===== src/rtl/sat_counter.sv =====
// Saturating up-counter with synchronous clear; a coincident clear and increment yields 1.
// EN=0 removes the counter entirely and ties count to zero.
module sat_counter #(
   parameter int WIDTH = 8,
   parameter bit EN    = 1'b1
) (
   input  logic             clk,
   input  logic             rst_n,
   input  logic             clr,
   input  logic             inc,
   output logic [WIDTH-1:0] count
);

   generate
      if (EN) begin : g_cnt
         always_ff @(posedge clk or negedge rst_n) begin
            if (!rst_n) begin
               count <= '0;
            end else if (clr) begin
               count <= inc ? WIDTH'(1) : '0;
            end else if (inc && (count != '1)) begin
               count <= count + WIDTH'(1);
            end
         end
      end else begin : g_tied
         logic unused_inputs;
         assign unused_inputs = &{1'b0, clk, rst_n, clr, inc};
         assign count         = '0;
      end
   endgenerate

endmodule


===== config.mk =====
export PLATFORM = sky130hd
export DESIGN_NAME = sat_counter
export DESIGN_NICKNAME = d
export VERILOG_FILES = /design/src/rtl/sat_counter.sv
export SDC_FILE = /design/constraint.sdc
export NUM_CORES = 1
export LEC_CHECK = 0
export BUFFER_PORTS_ARGS = -buffer_cell sky130_fd_sc_hd__buf_2
export CORE_AREA = 10 10 47 49
export DETAILED_ROUTE_END_ITERATION = 8
export DIE_AREA = 0 0 57 59
export PLACE_DENSITY_LB_ADDON = 0.15
export RECOVER_POWER = 100
export SYNTH_ARGS = -nofsm -noshare
export SYNTH_HDL_FRONTEND = slang
export SYNTH_SLANG_ARGS = --single-unit

===== constraint.sdc =====
create_clock -name clk -period 1.23 [get_ports clk]
set_input_delay 0.246 -clock clk [delete_from_list [all_inputs] [get_ports clk]]
set_output_delay 0.246 -clock clk [all_outputs]
set_load 0.05 [all_outputs]

==> results of run 1 <==
[cell type report]
class                   instances  area, µm²  area share (%)
inverters                       2       7.51            1.02
well taps                      16       20.0            2.71
clock buffers                   3       22.5            3.05
repair buffers                 18        160            21.7
flip-flops and latches          8        210            28.4
multi-input cells              35        319            43.1
[path summary, 6_finish.rpt]
check | endpoint | depth (start not counted)
min in group asynchronous | count[2]$_DFFE_PN0P_ | 2
worst min register to register | count[7]$_DFFE_PN0P_ | 2
worst min-delay path | count[6]$_DFFE_PN0P_ | 2
worst max register to register | count[5]$_DFFE_PN0P_ | 4
max in group asynchronous | count[3]$_DFFE_PN0P_ | 2
worst max-delay path | count[5]$_DFFE_PN0P_ | 4
[critical path: cells and delay by family, from the launching register on]
| kind | cells | cell delay [ps] |
|---|---|---|
| adders and majority gates | 1 | 180 |
| AOI/OAI and AO/OA | 1 | 280 |
| and+or+nand+nor | 2 | 270 |
| DFF | 1 | 450 |
[kinds of logic (layout without fill, tap and decap cells)]
group                    after synthesis  in the layout  share of synthesized area (%)
buffers and inverters                  4             23                           3.97
flip-flops                             8              8                           42.3
AO/OA/AOI/OAI                         15             15                           23.3
AND/OR/NAND/NOR                       18             18                           25.7
multiplexers                           1              1                           2.12
adder cells (fa/ha/maj)                1              1                           2.65
[per-layer routing]
| metal | vias to the layer above | GRT usage [%] | routed length, µm |
|---|---|---|---|
| met5 | - | 0 | 0 |
| met4 | 0 | 3.02 | 9 |
| met3 | 2 | 3.86 | 69 |
| met2 | 8 | 13.8 | 678 |
| met1 | 213 | 8.64 | 579 |
| li1 | 220 | - | - |
[power by group]
| group | internal, W | total (W) | switching (W) |
|---|---|---|---|
| Clock | 0.000112 | 0.000209 | 0.0000966 |
| Sequential | 0.000275 | 0.000293 | 0.0000179 |
| Combinational | 0.0000540 | 0.000130 | 0.0000757 |
| Total | 0.000441 | 0.000631 | 0.000190 |
[timing repair]
item                       CTS  global route
setup endpoints to repair   10            12
hold endpoints to repair     8             0
buffers inserted             1             1
hold buffers                 1             0
pin swaps                    2             5
resized for setup           13            12
[layout by cell type (no fill, tap or decap), drive strengths merged, types with 2 or more instances in the layout]
cell    synthesis  routed
a21oi           5       5
and3            2       2
buf             1      15
clkbuf          1       5
dfrtp           8       8
inv             2       2
nand2           3       3
nand2b          4       4
nand4           2       2
o21ai           2       2
or3             2       2
[metrics by stage]
step / instances / TNS (ps) / setup slack (ps) / util, %
floorplan: 47 / -798 / -154 / -
global placement: 76 / -216 / -83.6 / 43.3
detailed placement: 76 / -305 / -103 / 43.3
CTS: 81 / -202 / -54.0 / 49.5
global route: 82 / -522 / -103 / 52.8
finish: 82 / -186 / -68.5 / 52.8
==> results.py, run 1 <==
metrics = {
    "pwr": {
        "leakage_nw": 0.284,
        "peakVddDrop_mv": 0.541,
        "total_power_w": 0.000631,
        "p_per_area_mw_per_mm2": 854,
    },
    "placed_design": {
        "gp_congestion": 0.712,
        "io_buffers": 11,
        "dp_hpwl_um": 999,
        "placed_area_um2": 607,
    },
    "critical_path": {
        "r2r-start": "count[0]$_DFFE_PN0P_",
        "arrival_ps": 1430,
        "startpoint_type": "flop",
        "slowest_stage": "dfrtp_2",
        "critical_path.startpoint": "count[0]$_DFFE_PN0P_",
        "r2r_slack_ps": -70,
        "cp-end-kind": "flop",
        "required_ps": 1370,
        "crit_fanout": 5,
        "path_class": "flop to flop",
        "crit_chain": "ha_4 -> and3_4 -> a2111oi_4 -> nor3b_1",
        "cpPeakStageDelay_ps": 450,
    },
    "outcome": {
        "failed_checks": "setup timing",
        "status": "finished, violations left",
    },
    "logic_synthesis": {
        "synthTopCellsByCount": "8 x dfrtp_1, 5 x a21oi_1, 4 x nand2b_1, 3 x nand2_1",
        "synth_edf_count": 0,
        "synth_nets": 52,
        "async_flop_share_pct": 100,
        "synth_area_leader_cell": "dfrtp_1",
        "synth_top_area_share_pct": 42.3,
        "netlist_instances": 47,
        "ys_seq_elements": 8,
        "synth-main-ff-cell": "dfrtp_1",
        "seq_area_frac_synth_pct": 42.3,
        "netlist_area_um2": 473,
        "avgSynthCellArea_um2": 10.1,
        "yosysUniqueCellTypes": 27,
        "synth_warnings": 0,
        "synthMostInstantiatedCell": "dfrtp_1",
        "synth_area_leaders": "dfrtp_1 42%, a21oi_1 5.3%, nand2b_1 5.3%",
    },
    "layout": {
        "antenna_cells": 0,
        "syn_to_final_growth_pct": 56.3,
        "largestRegisters": "count: 8 flops",
        "final_area_um2": 739,
        "fillers": 125,
        "top_register": "count",
        "drive_above_1_share_pct": 59.1,
        "largest_reg_flops": 8,
        "fin_nets": 73,
    },
    "job": {
        "maxCapViolations": 0,
    },
    "clock_tree": {
        "htreeDepth": 1,
        "cts_tree": "yes",
        "cts-root-buf": "clkbuf_4",
        "path_clk_slew_ps": 60,
        "cts_buffers": 3,
        "ctsLongestPathBuffers": 2,
        "clkLatencyLatePin_ps": 260,
        "cts_sinks": 8,
    },
    "hold_path": {
        "hold_path_startpoint": "clr",
        "holdCritPathClass": "input port to flop",
    },
    "global_route": {
        "grt_max_degree": 12,
        "grt.total_usage_pct": 8.15,
        "grt-ovfl-total": 0,
        "grt_pass1_wl_mm": 2.11,
        "antenna_found_initial": 0,
        "first_global_vias": 430,
    },
    "timing": {
        "period_needed_ps": 1300,
        "hold_ws_ps": 287,
        "setup_viol": 6,
        "slew_headroom_pct": 69.4,
        "rsz0062_at_grt": "yes",
        "fmax_mhz": 770,
        "worst_pin_slew_ps": 458,
        "fin_skew_ps": 0.927,
        "hold_viol": 0,
        "fin_crit_sh_pct": 106,
        "finalWorstSetupSlack_ps": -68.5,
        "maxSlewViolCount": 0,
    },
    "routing": {
        "drt_iter0_markers": 2,
        "antenna_left": 0,
        "post-route-drc-count": 0,
        "drt-wirelength-per-cell_um": 16.3,
        "vias": 443,
        "firstDrtPassIters": 2,
        "drt-vias-per-instance": 5.40,
        "wl_mm": 1.34,
    },
    "floorplan": {
        "initial_core_util_pct": 33.8,
        "rows": 14,
        "die_w_um": 57,
        "die_y_um": 59,
        "core_mm2": 0.00140,
        "io_pins": 12,
        "die-area_mm2": 0.00336,
    },
}
Power figures use the tool's default switching activity.
==> run 2, diff against run 1 <==
CELL_PAD_IN_SITES_DETAIL_PLACEMENT = 1   (was default)
CELL_PAD_IN_SITES_GLOBAL_PLACEMENT = 2   (was default)
CORE_AREA = default   (was 10 10 47 49)
CORE_MARGIN = 10   (was default)
CORE_UTILIZATION = 26   (was default)
DIE_AREA = default   (was 0 0 57 59)
GPL_TIMING_DRIVEN = 1   (was default)
==> run 2 against run 1 <==
The run still ends with setup timing left. Flip-flop and latch count is the same. Cell count grew 9.8%. Die area grew 17%. Sequential share of layout area grew 0.29 points. Clock power is essentially flat. Critical path type unchanged. Largest power group unchanged.
==> results.py, run 2 (same netlist as run 1, synthesis figures left out) <==
metrics = {
    "routing": {
        "vias": 434,
        "post-route-drc-count": 0,
        "drt_iter0_markers": 3,
        "drt-vias-per-instance": 4.82,
        "wl_mm": 1.36,
        "firstDrtPassIters": 2,
        "drt-wirelength-per-cell_um": 15.1,
        "antenna_left": 0,
    },
    "layout": {
        "fillers": 205,
        "top_register": "count",
        "antenna_cells": 0,
        "final_common_cell": "dfrtp_2",
        "utilization_pct": 42.4,
        "finalNonFillerCells": 90,
        "largest_reg_flops": 8,
        "syn_to_final_growth_pct": 54.8,
        "drive_above_1_share_pct": 60.0,
        "seq_area_um2": 210,
        "fin_nets": 72,
        "layout_common_cells": "8 x dfrtp_2, 6 x buf_4, 5 x clkbuf_4, 4 x nand2b_1",
        "largestRegisters": "count: 8 flops",
        "multi_input_area_um2": 323,
    },
    "floorplan": {
        "initial_core_util_pct": 27.4,
        "core_mm2": 0.00173,
        "rows": 15,
        "die-area_mm2": 0.00393,
        "die_w_um": 62.7,
        "die_y_um": 62.7,
        "io_pins": 12,
    },
    "hold_path": {
        "hold_end": "count[4]$_DFFE_PN0P_",
        "holdPathStages": 2,
        "holdCritPathClass": "input port to flop",
        "hold_path_startpoint": "clr",
    },
    "placed_design": {
        "dp_hpwl_mm": 1.03,
        "io_buffers": 11,
        "dp_worst_setup_slack_ps": -111,
        "gp_congestion": 0.740,
        "dpl.cell_count": 85,
    },
    "timing": {
        "fin_crit_sh_pct": 103,
        "period_needed_ps": 1270,
        "maxSlewViolCount": 0,
        "slew_headroom_pct": 70.3,
        "finalWorstSetupSlack_ps": -40.4,
        "fmax_mhz": 787,
        "worst_pin_slew_ps": 446,
        "setup_viol": 3,
        "fin_skew_ps": 1.29,
        "hold_viol": 0,
        "rsz0062_at_grt": "yes",
    },
    "clock_tree": {
        "cts_buffers": 3,
        "ctsLongestPathBuffers": 2,
        "htreeDepth": 1,
        "path_clk_slew_ps": 60,
        "cts_tree": "yes",
        "cts_sinks": 8,
        "clkLatencyLatePin_ps": 250,
        "cts-root-buf": "clkbuf_4",
    },
    "critical_path": {
        "required_ps": 1360,
        "crit_chain": "ha_4 -> and3_4 -> a2111oi_4 -> nor3b_1",
        "critical_path.startpoint": "count[0]$_DFFE_PN0P_",
        "path_class": "flop to flop",
        "cp-end-kind": "flop",
        "r2r_slack_ps": -40,
        "r2r_cells": 4,
        "arrival_ps": 1400,
        "crit_fanout": 5,
        "r2r-start": "count[0]$_DFFE_PN0P_",
        "r2r-end": "count[5]$_DFFE_PN0P_",
        "path_delay_family": "flip-flops",
        "startpoint_type": "flop",
        "cpPeakStageDelay_ps": 430,
        "crit_cells": 4,
        "crit_buf_inv": 0,
        "slowest_stage": "dfrtp_2",
    },
    "outcome": {
        "failed_checks": "setup timing",
        "status": "finished, violations left",
    },
    "job": {
        "maxCapViolations": 0,
    },
    "global_route": {
        "grt_pass1_wl_mm": 2.26,
        "grt_max_degree": 12,
        "antenna_found_initial": 0,
        "grt-ovfl-total": 0,
        "grt.total_usage_pct": 7.11,
        "first_global_vias": 440,
    },
    "pwr": {
        "p_per_area_mw_per_mm2": 855,
        "peakVddDrop_mv": 0.648,
        "leakage_nw": 0.273,
    },
}
## run 2: changes by cell type in the layout (fill, tap and decap cells not counted), sizes merged
| cell | previous run | this run |
|---|---|---|
| clkbuf | 5 | 7 |
| buf | 15 | 12 |
## run 2: final cells by class
type,instances,share of cell area [%]
Multi-Input combinational cell,35,44.1
Sequential cell,8,28.7
Timing Repair Buffer,17,18.8
Tap cell,25,4.27
Clock buffer,3,3.08
Inverter,2,1.03
## run 2: per-layer routing
metal / vias to the layer above / GRT usage, % / routed length, µm
met2: 5 / 10.8 / 654
met4: 0 / 1.68 / 4
li1: 216 / - / -
met5: - / 0 / 0
met1: 211 / 8.79 / 654
met3: 2 / 3.41 / 46
## run 2: what timing repair did
action | CTS | global route
pin swaps | 5 | 1
endpoints found under the setup margin | 9 | 13
buffers inserted | 1 | 0
gates cloned | 0 | 0
gates resized for setup | 11 | 9
endpoints found under the hold margin | 8 | 0
hold buffers | 1 | 0
## run 2: worst register-to-register path, delay by kind of cell, from the launching register on
| kind | cells | cell delay [ps] |
|---|---|---|
| AND/OR/NAND/NOR | 2 | 270 |
| flip-flops | 1 | 430 |
| AO/OA/AOI/OAI | 1 | 280 |
| adder cells (fa/ha/maj) | 1 | 170 |
## run 2: per-stage QoR
stage	total power, W	TNS, ps	instance area (µm²)	hold slack, ps
2_1_floorplan	0.000362	-798	517	-49.6
3_3_place_gp	0.000409	-234	618	108
3_5_place_dp	0.000407	-267	618	105
4_1_cts	0.000637	-109	701	291
5_1_grt	0.000673	-376	732	288
6_report	0.000626	-58.9	732	290
## run 2: report_power, final
group	internal (W)	total [W]	switching, W
clock	0.000112	0.000207	0.0000951
sequential	0.000275	0.000289	0.0000146
combinational	0.0000538	0.000129	0.0000756
## run 2: worst max path at each step
stage | endpoint | slack [ps]
after global placement | count[1]$_DFFE_PN0P_ | -100
after global routing | count[5]$_DFFE_PN0P_ | -100
final | count[5]$_DFFE_PN0P_ | -40
after detailed placement | count[1]$_DFFE_PN0P_ | -110
after floorplan | count[5]$_DFFE_PN0P_ | -150
after CTS | count[5]$_DFFE_PN0P_ | -60
==> run 3, diff against run 2 <==
BUFFER_PORTS_ARGS = default   (was -buffer_cell sky130_fd_sc_hd__buf_2)
CORE_UTILIZATION = 31   (was 26)
DONT_BUFFER_PORTS = 1   (was default)
GPL_TIMING_DRIVEN = default   (was 1)
TNS_END_PERCENT = 10   (was default)
==> run 3 against run 2 <==
The run still ends with setup timing left. Flip-flop and latch count stayed put. Sequential power hardly changed. Worst hold slack worse by 270 ps. Global-route usage is 2.8 points higher. Non-clock buffer count is 2 lower. Core utilization is 6.5 points higher. Clock-buffer cell count is 1 higher. Clock power is 19% higher. Power is 5.2% higher. Combinational power is 5% lower. Register-to-register slack hardly changed. Worst setup slack worse by 2.3 ps. Critical path type unchanged. Critical endpoint unchanged.
==> results.py, run 3 (same netlist as run 1, synthesis figures left out) <==
metrics = {
    "outcome": {
        "status": "finished, violations left",
        "failed_checks": "setup timing",
    },
    "layout": {
        "fin_nets": 70,
        "drive_above_1_share_pct": 59.4,
        "largest_reg_flops": 8,
        "final_common_cell": "buf_4",
        "top_register": "count",
        "layout_common_cells": "10 x buf_4, 7 x dfrtp_2, 5 x clkbuf_4, 4 x nand2b_1",
        "antenna_cells": 0,
        "largestRegisters": "count: 8 flops",
        "utilization_pct": 48.9,
        "fillers": 163,
        "syn_to_final_growth_pct": 52.1,
    },
    "clock_tree": {
        "cts_sinks": 8,
        "cts-root-buf": "clkbuf_4",
        "path_clk_slew_ps": 70,
        "clkLatencyLatePin_ps": 270,
        "ctsLongestPathBuffers": 2,
        "cts_buffers": 3,
        "htreeDepth": 1,
        "cts_tree": "yes",
    },
    "floorplan": {
        "die_w_um": 59.1,
        "die-area_mm2": 0.00349,
        "die_y_um": 59.1,
        "io_pins": 12,
        "initial_core_util_pct": 32.1,
        "rows": 14,
        "core_mm2": 0.00147,
    },
    "critical_path": {
        "r2r_cells": 4,
        "startpoint_type": "flop",
        "cp-end-kind": "flop",
        "crit_fanout": 5,
        "path_class": "flop to flop",
        "slowest_stage": "dfrtp_2",
        "crit_chain": "ha_4 -> and3_4 -> a2111oi_4 -> nor3b_1",
        "cpPeakStageDelay_ps": 440,
        "arrival_ps": 1430,
        "required_ps": 1390,
    },
    "timing": {
        "maxSlewViolCount": 0,
        "period_needed_ps": 1270,
        "finalWorstSetupSlack_ps": -42.7,
        "slew_headroom_pct": 72.0,
        "worst_pin_slew_ps": 419,
        "hold_ws_ps": 21.3,
        "fmax_mhz": 786,
        "fin_skew_ps": 2.91,
        "setup_viol": 6,
        "fin_crit_sh_pct": 103,
        "hold_viol": 0,
        "rsz0062_at_grt": "yes",
    },
    "routing": {
        "post-route-drc-count": 0,
        "antenna_left": 0,
        "drt_iter0_markers": 2,
        "drt-vias-per-instance": 5.85,
        "vias": 468,
        "wl_mm": 1.51,
        "firstDrtPassIters": 3,
        "drt-wirelength-per-cell_um": 18.9,
    },
    "placed_design": {
        "gp_congestion": 0.753,
        "dp_hpwl_mm": 1.15,
        "io_buffers": 0,
    },
    "pwr": {
        "leakage_nw": 0.273,
        "peakVddDrop_mv": 0.400,
        "p_per_area_mw_per_mm2": 916,
    },
    "global_route": {
        "first_global_vias": 546,
        "grt-ovfl-total": 0,
        "grt_max_degree": 12,
        "antenna_found_initial": 0,
        "grt.total_usage_pct": 9.92,
        "grt_pass1_wl_mm": 2.61,
    },
    "hold_path": {
        "holdPathStages": 1,
        "holdCritPathClass": "input port to flop",
    },
    "job": {
        "maxCapViolations": 0,
    },
}
run 3: cell count changes in the layout (fill, tap and decap cells not counted), sizes merged:
cell,before,now
clkbuf,7,6
run 3: what timing repair did:
action,CTS,global route
hold endpoints to repair,8,0
buffers inserted,2,1
cloned,0,0
pin swaps,4,4
hold buffers,1,0
gates resized for setup,8,3
endpoints found under the setup margin,7,8
run 3: critical path, delay by kind of cell (launching register included):
| family | cells | cell delay [ps] |
|---|---|---|
| compound gates | 1 | 270 |
| flops | 1 | 440 |
| simple gates | 2 | 280 |
| fa+ha+maj | 1 | 170 |
run 3: report_power, final:
part	total (W)	internal (W)	switching (W)
sequential	0.000289	0.000275	0.0000145
combinational	0.000123	0.0000488	0.0000745
clock	0.000246	0.000126	0.000121
run 3: layout make-up:
type,instances,area [µm²],share of cell area [%]
clock buffer,4,26.3,3.65
inverter,2,7.51,1.04
multi-input combinational,35,334,46.4
sequential,8,209,29.0
tap,16,20.0,2.78
timing repair buffer,15,123,17.0
run 3: stage by stage:
step	total power (W)	setup slack (ps)	std cells	area (µm²)	setup TNS, ps
floorplan	0.000362	-154	47	512	-877
global placement	0.000386	-29.6	72	603	-86.9
detailed placement	0.000395	-128	72	603	-435
CTS	0.000651	-40.1	79	697	-114
global route	0.000686	-83.1	80	719	-427
finish	0.000659	-42.7	80	719	-141
run 3: worst paths after layout:
kind / startpoint / to / slack [ps]
max: count[1]$_DFFE_PN0P_ / count[5]$_DFFE_PN0P_ / -40
min: clr / count[4]$_DFFE_PN0P_ / 20
max reg2reg: count[1]$_DFFE_PN0P_ / count[5]$_DFFE_PN0P_ / -40
min reg2reg: count[7]$_DFFE_PN0P_ / count[2]$_DFFE_PN0P_ / 600
max in group asynchronous: rst_n / count[0]$_DFFE_PN0P_ / 570
min in group asynchronous: rst_n / count[3]$_DFFE_PN0P_ / 340
run 3: layer usage:
layer / share of wire, % / GRT usage (%) / vias to the layer above
li1: - / - / 218
met2: 55 / 17.6 / 8
met4: 2.9 / 5.57 / 0
met3: 4.9 / 4.08 / 5
met1: 38 / 9.40 / 237
met5: 0 / 0 / -
